**config.mk**
```make
export PLATFORM = sky130hd
export DESIGN_NAME = keypad_matrix_scanner
export DESIGN_NICKNAME = d
export VERILOG_FILES = /design/src/rtl/keypad_pkg.sv /design/src/rtl/keypad_key_fifo.sv /design/src/rtl/keypad_matrix_scanner.sv
export SDC_FILE = /design/constraint.sdc
export NUM_CORES = 1
export LEC_CHECK = 0
export BUFFER_PORTS_ARGS = -buffer_cell sky130_fd_sc_hd__buf_2
export CORE_ASPECT_RATIO = 0.8
export CORE_MARGIN = 1
export CORE_UTILIZATION = 54
export DETAILED_ROUTE_END_ITERATION = 12
export PLACE_DENSITY_LB_ADDON = 0.15
export SLEW_MARGIN = 20
export SYNTH_ARGS = -nofsm -noshare
export SYNTH_HDL_FRONTEND = slang
export SYNTH_SLANG_ARGS = --single-unit
```
**constraint.sdc**
```tcl
create_clock -name clock -period 2 [get_ports clock]
set_clock_uncertainty 0.1 [all_clocks]
set_input_delay 0.3 -clock clock [delete_from_list [all_inputs] [get_ports clock]]
set_output_delay 0.3 -clock clock [all_outputs]
set_load 0.05 [all_outputs]
```
**src/rtl/keypad_pkg.sv**
```systemverilog
// Shared types and defaults for the keypad matrix scanner and its key-code queue.
// Holds the scan FSM state encoding and the key-code width helper.
package keypad_pkg;

  typedef enum logic [2:0] {
    ST_IDLE,
    ST_SETTLE,
    ST_SAMPLE,
    ST_DEBOUNCE,
    ST_PRESSED,
    ST_RELEASE,
    ST_GHOST
  } scan_state_e;

  localparam int DEF_ROWS            = 4;
  localparam int DEF_COLS            = 4;
  localparam int DEF_SETTLE_CYCLES   = 3;
  localparam int DEF_DEBOUNCE_CYCLES = 4;
  localparam int DEF_FIFO_DEPTH      = 4;

  // Wide enough for SETTLE_CYCLES and DEBOUNCE_CYCLES up to 2^16-1.
  localparam int CNT_W = 16;

  function automatic int code_width(input int rows, input int cols);
    return $clog2(rows * cols);
  endfunction

endpackage

```
**src/rtl/keypad_key_fifo.sv**
```systemverilog
// Synchronous key-code queue: push/pop in one cycle, head visible combinationally (0 when empty).
// A push into a full queue is dropped and flagged on drop_o unless a pop frees the slot that cycle.
module keypad_key_fifo #(
  parameter int DEPTH = 4,
  parameter int W     = 4
) (
  input  logic         clk_i,
  input  logic         rst_ni,
  input  logic         push_i,
  input  logic [W-1:0] push_dat_i,
  input  logic         pop_i,
  output logic         full_o,
  output logic         empty_o,
  output logic [W-1:0] head_o,
  output logic         drop_o
);

  localparam int AW = $clog2(DEPTH);
  localparam int PW = AW + 1;

  logic [PW-1:0] wr_q, wr_d;
  logic [PW-1:0] rd_q, rd_d;
  logic [W-1:0]  mem_q [DEPTH];
  logic          do_push;
  logic          do_pop;

  assign empty_o = (wr_q == rd_q);
  assign full_o  = (wr_q[AW] != rd_q[AW]) && (wr_q[AW-1:0] == rd_q[AW-1:0]);

  // A pop on a full queue frees the slot the simultaneous push writes into.
  assign do_pop  = pop_i && !empty_o;
  assign do_push = push_i && (!full_o || do_pop);
  assign drop_o  = push_i && !do_push;

  assign head_o  = empty_o ? '0 : mem_q[rd_q[AW-1:0]];

  always_comb begin
    wr_d = wr_q;
    rd_d = rd_q;
    if (do_push) wr_d = wr_q + PW'(1);
    if (do_pop)  rd_d = rd_q + PW'(1);
  end

  always_ff @(posedge clk_i or negedge rst_ni) begin
    if (!rst_ni) begin
      wr_q <= '0;
      rd_q <= '0;
    end else begin
      wr_q <= wr_d;
      rd_q <= rd_d;
    end
  end

  always_ff @(posedge clk_i) begin
    if (do_push) mem_q[wr_q[AW-1:0]] <= push_dat_i;
  end

endmodule

```
**src/rtl/keypad_matrix_scanner.sv**
```systemverilog
// Scans a ROWS x COLS key matrix, debounces press and release, rejects ghost patterns.
// A code enters the queue on the edge leaving DEBOUNCE; consumer pops with key_valid & key_ready.
module keypad_matrix_scanner
  import keypad_pkg::*;
#(
  parameter int  ROWS            = DEF_ROWS,
  parameter int  COLS            = DEF_COLS,
  parameter int  SETTLE_CYCLES   = DEF_SETTLE_CYCLES,
  parameter int  DEBOUNCE_CYCLES = DEF_DEBOUNCE_CYCLES,
  parameter int  FIFO_DEPTH      = DEF_FIFO_DEPTH,
  localparam int CW              = code_width(ROWS, COLS)
) (
  input  logic            clock,
  input  logic            reset,
  input  logic [ROWS-1:0] row_in,
  output logic [COLS-1:0] col_drive,
  output logic [CW-1:0]   key_code,
  output logic            key_valid,
  input  logic            key_ready,
  output logic            key_held,
  output logic            overflow,
  input  logic            overflow_clr
);

  localparam int RW = $clog2(ROWS);
  localparam int XW = $clog2(COLS);
  localparam logic [CNT_W-1:0] SETTLE_LAST = CNT_W'(SETTLE_CYCLES - 1);
  localparam logic [CNT_W-1:0] DEB_LAST    = CNT_W'(DEBOUNCE_CYCLES - 1);

  logic [ROWS-1:0]  row_s1_q;
  logic [ROWS-1:0]  rs_q;
  scan_state_e      state_q, state_d;
  logic [XW-1:0]    col_idx_q, col_idx_d;
  logic [RW-1:0]    row_idx_q, row_idx_d;
  logic [ROWS-1:0]  pat_q, pat_d;
  logic [CNT_W-1:0] cnt_q, cnt_d;
  logic             overflow_q, overflow_d;

  logic             rs_zero;
  logic             rs_onehot;
  logic [RW-1:0]    rs_idx;
  logic [COLS-1:0]  col_onehot;
  logic             push;
  logic [CW-1:0]    push_code;
  logic             fifo_full;
  logic             fifo_empty;
  logic             fifo_drop;

  assign rs_zero    = (rs_q == '0);
  assign rs_onehot  = !rs_zero && ((rs_q & (rs_q - ROWS'(1))) == '0);
  assign col_onehot = COLS'(1) << col_idx_q;
  assign push_code  = CW'(row_idx_q) * CW'(COLS) + CW'(col_idx_q);

  always_comb begin
    rs_idx = '0;
    for (int r = 0; r < ROWS; r++) begin
      if (rs_q[r]) rs_idx = RW'(r);
    end
  end

  always_comb begin
    state_d   = state_q;
    col_idx_d = col_idx_q;
    row_idx_d = row_idx_q;
    pat_d     = pat_q;
    cnt_d     = cnt_q;
    push      = 1'b0;
    key_held  = 1'b0;
    col_drive = '1;

    unique case (state_q)
      ST_IDLE: begin
        if (!rs_zero) begin
          state_d   = ST_SETTLE;
          col_idx_d = '0;
          cnt_d     = '0;
        end
      end

      ST_SETTLE: begin
        col_drive = col_onehot;
        if (cnt_q >= SETTLE_LAST) begin
          state_d = ST_SAMPLE;
          cnt_d   = '0;
        end else begin
          cnt_d = cnt_q + CNT_W'(1);
        end
      end

      ST_SAMPLE: begin
        col_drive = col_onehot;
        if (rs_zero) begin
          cnt_d = '0;
          if (col_idx_q == XW'(COLS - 1)) begin
            state_d   = ST_IDLE;
            col_idx_d = '0;
          end else begin
            state_d   = ST_SETTLE;
            col_idx_d = col_idx_q + XW'(1);
          end
        end else if (rs_onehot) begin
          state_d   = ST_DEBOUNCE;
          row_idx_d = rs_idx;
          pat_d     = rs_q;
          cnt_d     = CNT_W'(1);
        end else begin
          state_d = ST_GHOST;
          cnt_d   = '0;
        end
      end

      // The sample cycle already counted as the first stable observation.
      ST_DEBOUNCE: begin
        col_drive = col_onehot;
        if (rs_q == pat_q) begin
          if (cnt_q >= DEB_LAST) begin
            push    = 1'b1;
            state_d = ST_PRESSED;
          end else begin
            cnt_d = cnt_q + CNT_W'(1);
          end
        end else begin
          state_d = ST_IDLE;
        end
      end

      ST_PRESSED: begin
        col_drive = col_onehot;
        key_held  = 1'b1;
        if (rs_zero) begin
          state_d = (DEBOUNCE_CYCLES == 1) ? ST_IDLE : ST_RELEASE;
          cnt_d   = CNT_W'(1);
        end
      end

      ST_RELEASE: begin
        col_drive = col_onehot;
        key_held  = 1'b1;
        if (!rs_zero) begin
          state_d = ST_PRESSED;
        end else if (cnt_q >= DEB_LAST) begin
          state_d = ST_IDLE;
        end else begin
          cnt_d = cnt_q + CNT_W'(1);
        end
      end

      ST_GHOST: begin
        if (!rs_zero) begin
          cnt_d = '0;
        end else if (cnt_q >= DEB_LAST) begin
          state_d = ST_IDLE;
        end else begin
          cnt_d = cnt_q + CNT_W'(1);
        end
      end

      default: state_d = ST_IDLE;
    endcase
  end

  // A set in the same cycle as a clear wins so no drop goes unreported.
  always_comb begin
    overflow_d = overflow_q;
    if (overflow_clr) overflow_d = 1'b0;
    if (fifo_drop)    overflow_d = 1'b1;
  end

  always_ff @(posedge clock or negedge reset) begin
    if (!reset) begin
      row_s1_q   <= '0;
      rs_q       <= '0;
      state_q    <= ST_IDLE;
      col_idx_q  <= '0;
      row_idx_q  <= '0;
      pat_q      <= '0;
      cnt_q      <= '0;
      overflow_q <= 1'b0;
    end else begin
      row_s1_q   <= row_in;
      rs_q       <= row_s1_q;
      state_q    <= state_d;
      col_idx_q  <= col_idx_d;
      row_idx_q  <= row_idx_d;
      pat_q      <= pat_d;
      cnt_q      <= cnt_d;
      overflow_q <= overflow_d;
    end
  end

  keypad_key_fifo #(
    .DEPTH (FIFO_DEPTH),
    .W     (CW)
  ) u_key_fifo (
    .clk_i      (clock),
    .rst_ni     (reset),
    .push_i     (push),
    .push_dat_i (push_code),
    .pop_i      (key_ready),
    .full_o     (fifo_full),
    .empty_o    (fifo_empty),
    .head_o     (key_code),
    .drop_o     (fifo_drop)
  );

  assign key_valid = !fifo_empty;
  assign overflow  = overflow_q;

  logic unused_full;
  assign unused_full = fifo_full;

endmodule

```
==> results of run 1 <==
## critical path, cell delays in order, from the launching register on
cell and delay [ns]:
sky130_fd_sc_hd__dfrtp_2 0.48, sky130_fd_sc_hd__mux4_2 0.52, sky130_fd_sc_hd__and2_4 0.17, sky130_fd_sc_hd__buf_6 0.14
## state kept, by name (all words and copies together), names as in the netlist, 2 cells and up
| signal | cells |
|---|---|
| rs_q | 4 |
| state_q | 3 |
| cnt_q | 16 |
| col_idx_q | 2 |
| u_key_fifo.wr_q | 3 |
| row_idx_q | 2 |
| u_key_fifo.rd_q | 3 |
| row_s1_q | 4 |
| u_key_fifo.mem_q | 16 |
| pat_q | 4 |
## layout by cell type, fill, tap and decap left out, types with 9 or more instances in the layout
cell type and instances:
sky130_fd_sc_hd__edfxtp_1 16, sky130_fd_sc_hd__ha_1 9, sky130_fd_sc_hd__inv_1 9, sky130_fd_sc_hd__buf_4 48, sky130_fd_sc_hd__dfrtp_1 40, sky130_fd_sc_hd__nand2_1 14
sky130_fd_sc_hd__clkbuf_8 9, sky130_fd_sc_hd__buf_6 10, sky130_fd_sc_hd__nor2b_2 10
## what timing repair did
action,in CTS,in global routing
buffers inserted,9,8
endpoints found under the setup margin,35,48
gates cloned,0,0
pin swaps,7,14
hold buffers,5,0
resized for setup,27,24
hold endpoints to repair,32,0
## layout make-up
type | instances | share of cell area [%]
tap | 62 | 2.00
inverter | 11 | 1.16
clock buffer | 10 | 3.29
multi-input combinational | 164 | 36.8
clock inverter | 6 | 1.64
sequential | 58 | 39.5
timing repair buffer | 73 | 15.5
## cell families (layout without fill, tap and decap cells)
kind of cell | after synthesis | in the layout | share of synthesized area, %
adder cells (fa/ha/maj) | 11 | 11 | 4.68
flip-flops | 58 | 58 | 52.0
AND/OR/NAND/NOR | 85 | 85 | 19.0
multiplexers | 9 | 9 | 4.97
buffers and inverters | 22 | 100 | 3.91
AO/OA/AOI/OAI | 44 | 44 | 11.0
XOR/XNOR | 15 | 15 | 4.46
## through the flow
| step | setup slack, ns | util (%) | hold slack, ns |
|---|---|---|---|
| floorplan | -0.00411 | - | -0.0956 |
| global placement | -0.0888 | 64.8 | 0.235 |
| detailed placement | -0.116 | 64.8 | 0.238 |
| CTS | -0.0891 | 72.4 | 0.0514 |
| global route | -0.129 | 75.7 | 0.0534 |
| finish | -0.0530 | 75.7 | 0.0651 |
## routing by layer
metal | GRT usage [%] | vias up | routed length, µm
li1 | - | 1019 | -
met1 | 33.5 | 1073 | 3040
met2 | 36.2 | 60 | 2880
met3 | 7.36 | 11 | 345
met4 | 12.1 | 0 | 130
met5 | 0 | - | 0
## worst paths after layout
path	to	slack, ns	depth (start not counted)
hold reg to reg	rs_q[2]$_DFF_PN0_	0.25	0
setup / recovery	key_code[2]	-0.05	3
max in group asynchronous	cnt_q[2]$_DFFE_PN0P_	0.74	3
hold / removal	overflow$_DFFE_PN0P_	0.07	2
min in group asynchronous	u_key_fifo.rd_q[2]$_DFFE_PN0P_	0.44	2
setup reg to reg	state_q[1]$_DFFE_PN0P_	-0.02	6
## report_power, final
| part | total, W | leakage, nW | switching [W] | internal (W) |
|---|---|---|---|---|
| clock network | 0.00105 | 0.0975 | 0.000469 | 0.000578 |
| registers | 0.00165 | 0.680 | 0.000231 | 0.00142 |
| logic | 0.00290 | 0.913 | 0.00161 | 0.00129 |
==> metrics.log, run 1 <==
INFO  metric crit_required = 1.60 ns
INFO  metric grt_util_all_layers = 24.5%
INFO  metric place.port_buffers = 18
INFO  metric drive_above_1_share = 44.7%
INFO  metric synth.lib_cells_used.distinct = 60
INFO  metric final_min_period_over_clock_period = 103%
INFO  metric number_of_enable_flip_flop_cells_after_synthesis = 16
INFO  metric stdcell_count = 384
INFO  metric cp-startpoint = u_key_fifo.rd_q[0]$_DFFE_PN0P_
INFO  metric status = complete, but fails checks
INFO  metric vdd_drop_max = 0.632 mV
INFO  metric violations = design-rule violations, negative setup slack
INFO  metric die_x = 84.5 µm
INFO  metric clock_insertion_delay_worst_skew = 0.34 ns
INFO  metric start_util = 57.4%
INFO  metric cts_tree = yes
INFO  metric ys_top_cells_by_count = sky130_fd_sc_hd__dfrtp_1, sky130_fd_sc_hd__edfxtp_1, sky130_fd_sc_hd__nand2_1, sky130_fd_sc_hd__ha_1, sky130_fd_sc_hd__inv_1
INFO  metric post_synth_inst_count = 244
INFO  metric placeableCoreArea = 5120 µm²
INFO  metric synth_sequential_area_ratio = 52.0%
INFO  metric rsz0062_at_grt = true
INFO  metric grt.overflow.total = 0
INFO  metric synth_ff_type = sky130_fd_sc_hd__dfrtp_1
INFO  metric flow.area_growth_from_synthesis = 31.8%
INFO  metric io-pin-count = 19
INFO  metric placer_congestion = 0.831
INFO  metric hpwlAfterDp = 4.05 mm
INFO  metric fp.dieH = 68.0 µm
INFO  metric fin_crit = 2.05 ns
INFO  metric cellLeakagePower = 1.69 nW
INFO  metric timing.critical_path.to_type = primary output
INFO  metric hold_viol_final = 0
INFO  metric cap_viol_max_count = 0
INFO  metric netlist_top_cells_area = sky130_fd_sc_hd__dfrtp_1, sky130_fd_sc_hd__edfxtp_1, sky130_fd_sc_hd__ha_1
INFO  metric std_cell_rows = 23
INFO  metric ant_nets = 0
INFO  metric totalWireLength = 6.40 mm
INFO  metric totalNegativeSetupSlack = -0.225 ns
INFO  metric cts-buffers-inserted = 9
INFO  metric yosysTopAreaCell = sky130_fd_sc_hd__dfrtp_1
INFO  metric cell_area_after_placement = 3320 µm²
INFO  metric first_global_vias = 2052
INFO  metric diodes = 0
INFO  metric design_area = 3880 µm²
INFO  metric synth.net_count = 263
INFO  metric grt_antenna_before_repair = 0
INFO  metric routed_via_density = 5.63
INFO  metric syn_avg_cell_area = 12.1 µm²
INFO  metric layout_setup_ws = -0.0530 ns
INFO  metric setup_viol = 9
INFO  metric largest_net_degree_at_the_start_of_global_routing = 31
INFO  metric detailedRoute.firstPassIterationCount = 8
INFO  metric crit_arrival = 1.65 ns
INFO  metric startpoint_type = register
INFO  metric synth.cell_area = 2940 µm²
INFO  metric routed_wire_length_per_instance = 16.7 µm
INFO  metric clkSinkCount = 58
INFO  metric placedCellCount = 346
INFO  metric final-max-slew-violation-count = 0
INFO  metric ys.warnings.count = 0
INFO  metric cts_root_buffer_type = sky130_fd_sc_hd__clkbuf_8
INFO  metric htree_levels = 3
INFO  metric global_route_wire_length_before_repair = 10.1 mm
INFO  metric hold_path_startpoint = overflow_clr
INFO  metric yosys.area.top_type_share = 35.7%
INFO  metric max-clock-path-buffers = 2
INFO  metric max_freq = 487 MHz
INFO  metric post-synth-top-count-cell = sky130_fd_sc_hd__dfrtp_1
INFO  metric dr.first_iter.drc_count = 210
INFO  metric nets = 336
INFO  metric timing.hold.worst.class = in2reg
INFO  metric area.sequential = 1530 µm²
INFO  metric tightestPinTransition = 0.700 ns
INFO  metric critical_path.reg2reg.startpoint = cnt_q[14]$_DFFE_PN0P_
INFO  metric critical_path.max_fanout = 6
INFO  metric die-area = 5750 µm²
INFO  metric power.density_cell_area = 1440 nW/µm²
INFO  metric synth.ff_latch_count = 58
INFO  metric nFillCells = 333
INFO  metric vias = 2163
INFO  metric async_reset_ff_share = 72.4%
INFO  metric timing.slew.headroom = 53.3%
INFO  metric clk_transition_reported_paths = 0.06 ns
INFO  metric critical_path_class = reg2out
INFO  metric overall_power_consumption = 0.00560 W
INFO  metric drc = 2
INFO  metric multi_input_gate_area_in_the_final_layout = 1430 µm²
No activity file was read; power rests on OpenSTA's default activity.
==> run 2, diff against run 1 <==
Settings changed: TNS_END_PERCENT set to 10.
==> run 2 against run 1 <==
  * The flow still finishes with violations (design-rule violations, negative setup slack)
  * Critical path depth is the same
  * Cell area is 4.0% lower
  * Count of clock-buffer cells in the layout stayed put
  * Via count fell by 4.0%
  * First-iteration DRC count decreased by 27%
  * Register-to-register slack improved by 0.02 ns
  * Clock power barely moved
  * Core utilization down 3.0 points
  * Wire length is 7.2% lower
==> metrics.log, run 2 (synthesis results as in run 1) <==
INFO  metric layout_setup_ws = -0.0499 ns (+0.00310 ns)
INFO  metric clk_transition_reported_paths = 0.06 ns (about the same)
INFO  metric critical_path_class = reg2out
INFO  metric clock_insertion_delay_worst_skew = 0.34 ns (about the same)
INFO  metric die-area = 5750 µm² (unchanged)
INFO  metric fin_crit = 2.05 ns (-0.00310 ns)
INFO  metric flow.area_growth_from_synthesis = 26.6%
INFO  metric layout.cells.most_common = sky130_fd_sc_hd__buf_4
INFO  metric final-max-slew-violation-count = 0 (unchanged)
INFO  metric overall_power_consumption = 0.00539 W (-3.8%)
INFO  metric cts_tree = yes
INFO  metric startpoint_type = register
INFO  metric stdcell_count = 372 (-3.1%)
INFO  metric placedCellCount = 346 (unchanged)
INFO  metric leading_cell_types_in_the_layout_fill_and_taps_excluded = sky130_fd_sc_hd__buf_4, sky130_fd_sc_hd__dfrtp_1, sky130_fd_sc_hd__edfxtp_1
INFO  metric routed_wire_length_per_instance = 16.0 µm (-4.2%)
INFO  metric final_util = 72.7% (-3.0 points)
INFO  metric switching_power = 0.00221 W (-4.4%)
INFO  metric fp.dieH = 68.0 µm (unchanged)
INFO  metric global_route_wire_length_before_repair = 9.78 mm (-2.7%)
INFO  metric whs_path_depth = 2 (unchanged)
INFO  metric timing.hold.worst.class = in2reg
INFO  metric grt_antenna_before_repair = 0 (unchanged)
INFO  metric design_area = 3720 µm² (-4.0%)
INFO  metric vias = 2076 (-4.0%)
INFO  metric clkSinkCount = 58 (unchanged)
INFO  metric cts_root_buffer_type = sky130_fd_sc_hd__clkbuf_8
INFO  metric critical_path.reg2reg.startpoint = pat_q[1]$_DFFE_PN0P_
INFO  metric max-clock-path-buffers = 2 (unchanged)
INFO  metric cts-buffers-inserted = 9 (unchanged)
INFO  metric grt_util_all_layers = 23.9% (-0.63 points)
INFO  metric critical_path.endpoint = key_code[2]
INFO  metric timing.slew.headroom = 53.7% (+0.39 points)
INFO  metric first_global_vias = 2005 (-2.3%)
INFO  metric nFillCells = 360 (+8.1%)
INFO  metric nets = 324 (-3.6%)
INFO  metric globalRoute.busiestLayer = met2
INFO  metric worst_hold_slack = 0.0657 ns (+0.000598 ns)
INFO  metric cap_viol_max_count = 0 (unchanged)
INFO  metric detailedRoute.firstPassIterationCount = 8 (unchanged)
INFO  metric clock_power_share = 19.4% (+0.7 points)
INFO  metric placer_congestion = 0.831 (unchanged)
INFO  metric placeableCoreArea = 5120 µm² (unchanged)
INFO  metric power_frac_comb = 50.0% (-1.9 points)
INFO  metric setup_viol = 6 (-3)
INFO  metric hpwlAfterDp = 4.05 mm (unchanged)
INFO  metric grt_util_met1 = 33.2% (-0.32 points)
INFO  metric drc = 2 (unchanged)
INFO  metric die_x = 84.5 µm (unchanged)
INFO  metric ant_nets = 0 (unchanged)
INFO  metric start_util = 57.4% (unchanged)
INFO  metric hold_viol_final = 0 (unchanged)
INFO  metric reg2regPathDepth = 5 (-1)
INFO  metric rsz0062_at_grt = true
INFO  metric largest_net_degree_at_the_start_of_global_routing = 31 (unchanged)
INFO  metric grtUsageMet2 = 35.3% (-0.91 points)
INFO  metric intPower = 0.00318 W (-3.3%)
INFO  metric gr-usage-met3 = 6.88% (-0.48 points)
INFO  metric crit_required = 1.60 ns (about the same)
INFO  metric violations = design-rule violations, negative setup slack
INFO  metric place.port_buffers = 18 (unchanged)
INFO  metric cellLeakagePower = 1.63 nW (-3.9%)
INFO  metric io-pin-count = 19 (unchanged)
INFO  metric reg_power_share = 30.5% (+1.1 points)
INFO  metric dr.first_iter.drc_count = 154 (-27%)
INFO  metric tightestPinTransition = 0.694 ns (-0.00590 ns)
INFO  metric totalWireLength = 5.93 mm (-7.2%)
INFO  metric cp-startpoint = u_key_fifo.rd_q[0]$_DFFE_PN0P_
INFO  metric routed_via_density = 5.58 (-0.93%)
INFO  metric final_min_period_over_clock_period = 102% (-0.15 points)
INFO  metric status = complete, but fails checks
INFO  metric power_switching_share = 41.0% (-0.27 points)
INFO  metric timing.rr.end = u_key_fifo.mem_q[0][1]$_DFFE_PP_
INFO  metric grt.overflow.total = 0 (unchanged)
INFO  metric max_freq = 488 MHz (+0.15%)
INFO  metric diodes = 0 (unchanged)
INFO  metric htree_levels = 3 (unchanged)
INFO  metric critical_path.max_fanout = 6 (unchanged)
INFO  metric timing.critical_path.to_type = primary output
INFO  metric power.density_cell_area = 1450 nW/µm² (+0.25%)
INFO  metric std_cell_rows = 23 (unchanged)
INFO  metric crit_arrival = 1.65 ns (about the same)
INFO  metric regToRegSetupSlack = 0 ns (+0.02 ns)
INFO  metric vdd_drop_max = 0.599 mV (-5.3%)
INFO  metric cell_area_after_placement = 3320 µm² (unchanged)
INFO  metric drive_above_1_share = 40.0% (-4.7 points)
[run 2: layout make-up]
cell class | count | area [µm²] | area share, %
flip-flops and latches | 58 | 1530 | 41.2
multi-input cells | 164 | 1380 | 37.1
repair buffers | 61 | 494 | 13.3
clock buffers | 10 | 128 | 3.43
well taps | 62 | 77.6 | 2.08
clock inverters | 6 | 63.8 | 1.71
inverters | 11 | 45.0 | 1.21
[run 2: worst min path at each step]
| stage | from | to | slack (ns) |
|---|---|---|---|
| floorplan | reset | cnt_q[0]$_DFFE_PN0P_ | -0.1 |
| global placement | row_s1_q[0]$_DFF_PN0_ | rs_q[0]$_DFF_PN0_ | 0.23 |
| detailed placement | row_s1_q[0]$_DFF_PN0_ | rs_q[0]$_DFF_PN0_ | 0.24 |
| CTS | overflow_clr | overflow$_DFFE_PN0P_ | 0.05 |
| global route | overflow_clr | overflow$_DFFE_PN0P_ | 0.05 |
| finish | overflow_clr | overflow$_DFFE_PN0P_ | 0.07 |
[run 2: what timing repair did]
action                                 CTS  global route
hold buffers                             5             0
buffers inserted                         3             2
endpoints found under the hold margin   32             0
pin swaps                                8             4
gates resized for setup                 25            10
setup endpoints to repair               35            45
[run 2: metrics by stage]
stage	setup WS [ns]	setup TNS, ns
final	-0.0499	-0.189
after global routing	-0.126	-2.40
after detailed placement	-0.116	-1.28
after global placement	-0.0888	-1.17
after CTS	-0.0891	-0.692
after floorplan	-0.00411	-0.00411
[run 2: worst max-delay path, stage by stage, from the launching register on]
cell and delay, ns:
sky130_fd_sc_hd__dfrtp_2 0.48, sky130_fd_sc_hd__mux4_2 0.52, sky130_fd_sc_hd__and2_4 0.17, sky130_fd_sc_hd__buf_6 0.14
[run 2: metal layers]
layer | share of wire [%] | up-vias
li1 | - | 996
met1 | 50 | 1026
met2 | 44 | 47
met3 | 5.0 | 7
met4 | 1.6 | 0
met5 | 0 | -
[run 2: power groups by stage]
stage | combinational [W] | clock, W | sequential [W]
after floorplan | 0.00186 | 0 | 0.00157
after global placement | 0.00231 | 0 | 0.00164
after detailed placement | 0.00235 | 0 | 0.00166
after CTS | 0.00256 | 0.00108 | 0.00164
after global routing | 0.00288 | 0.00113 | 0.00168
final | 0.00269 | 0.00105 | 0.00165
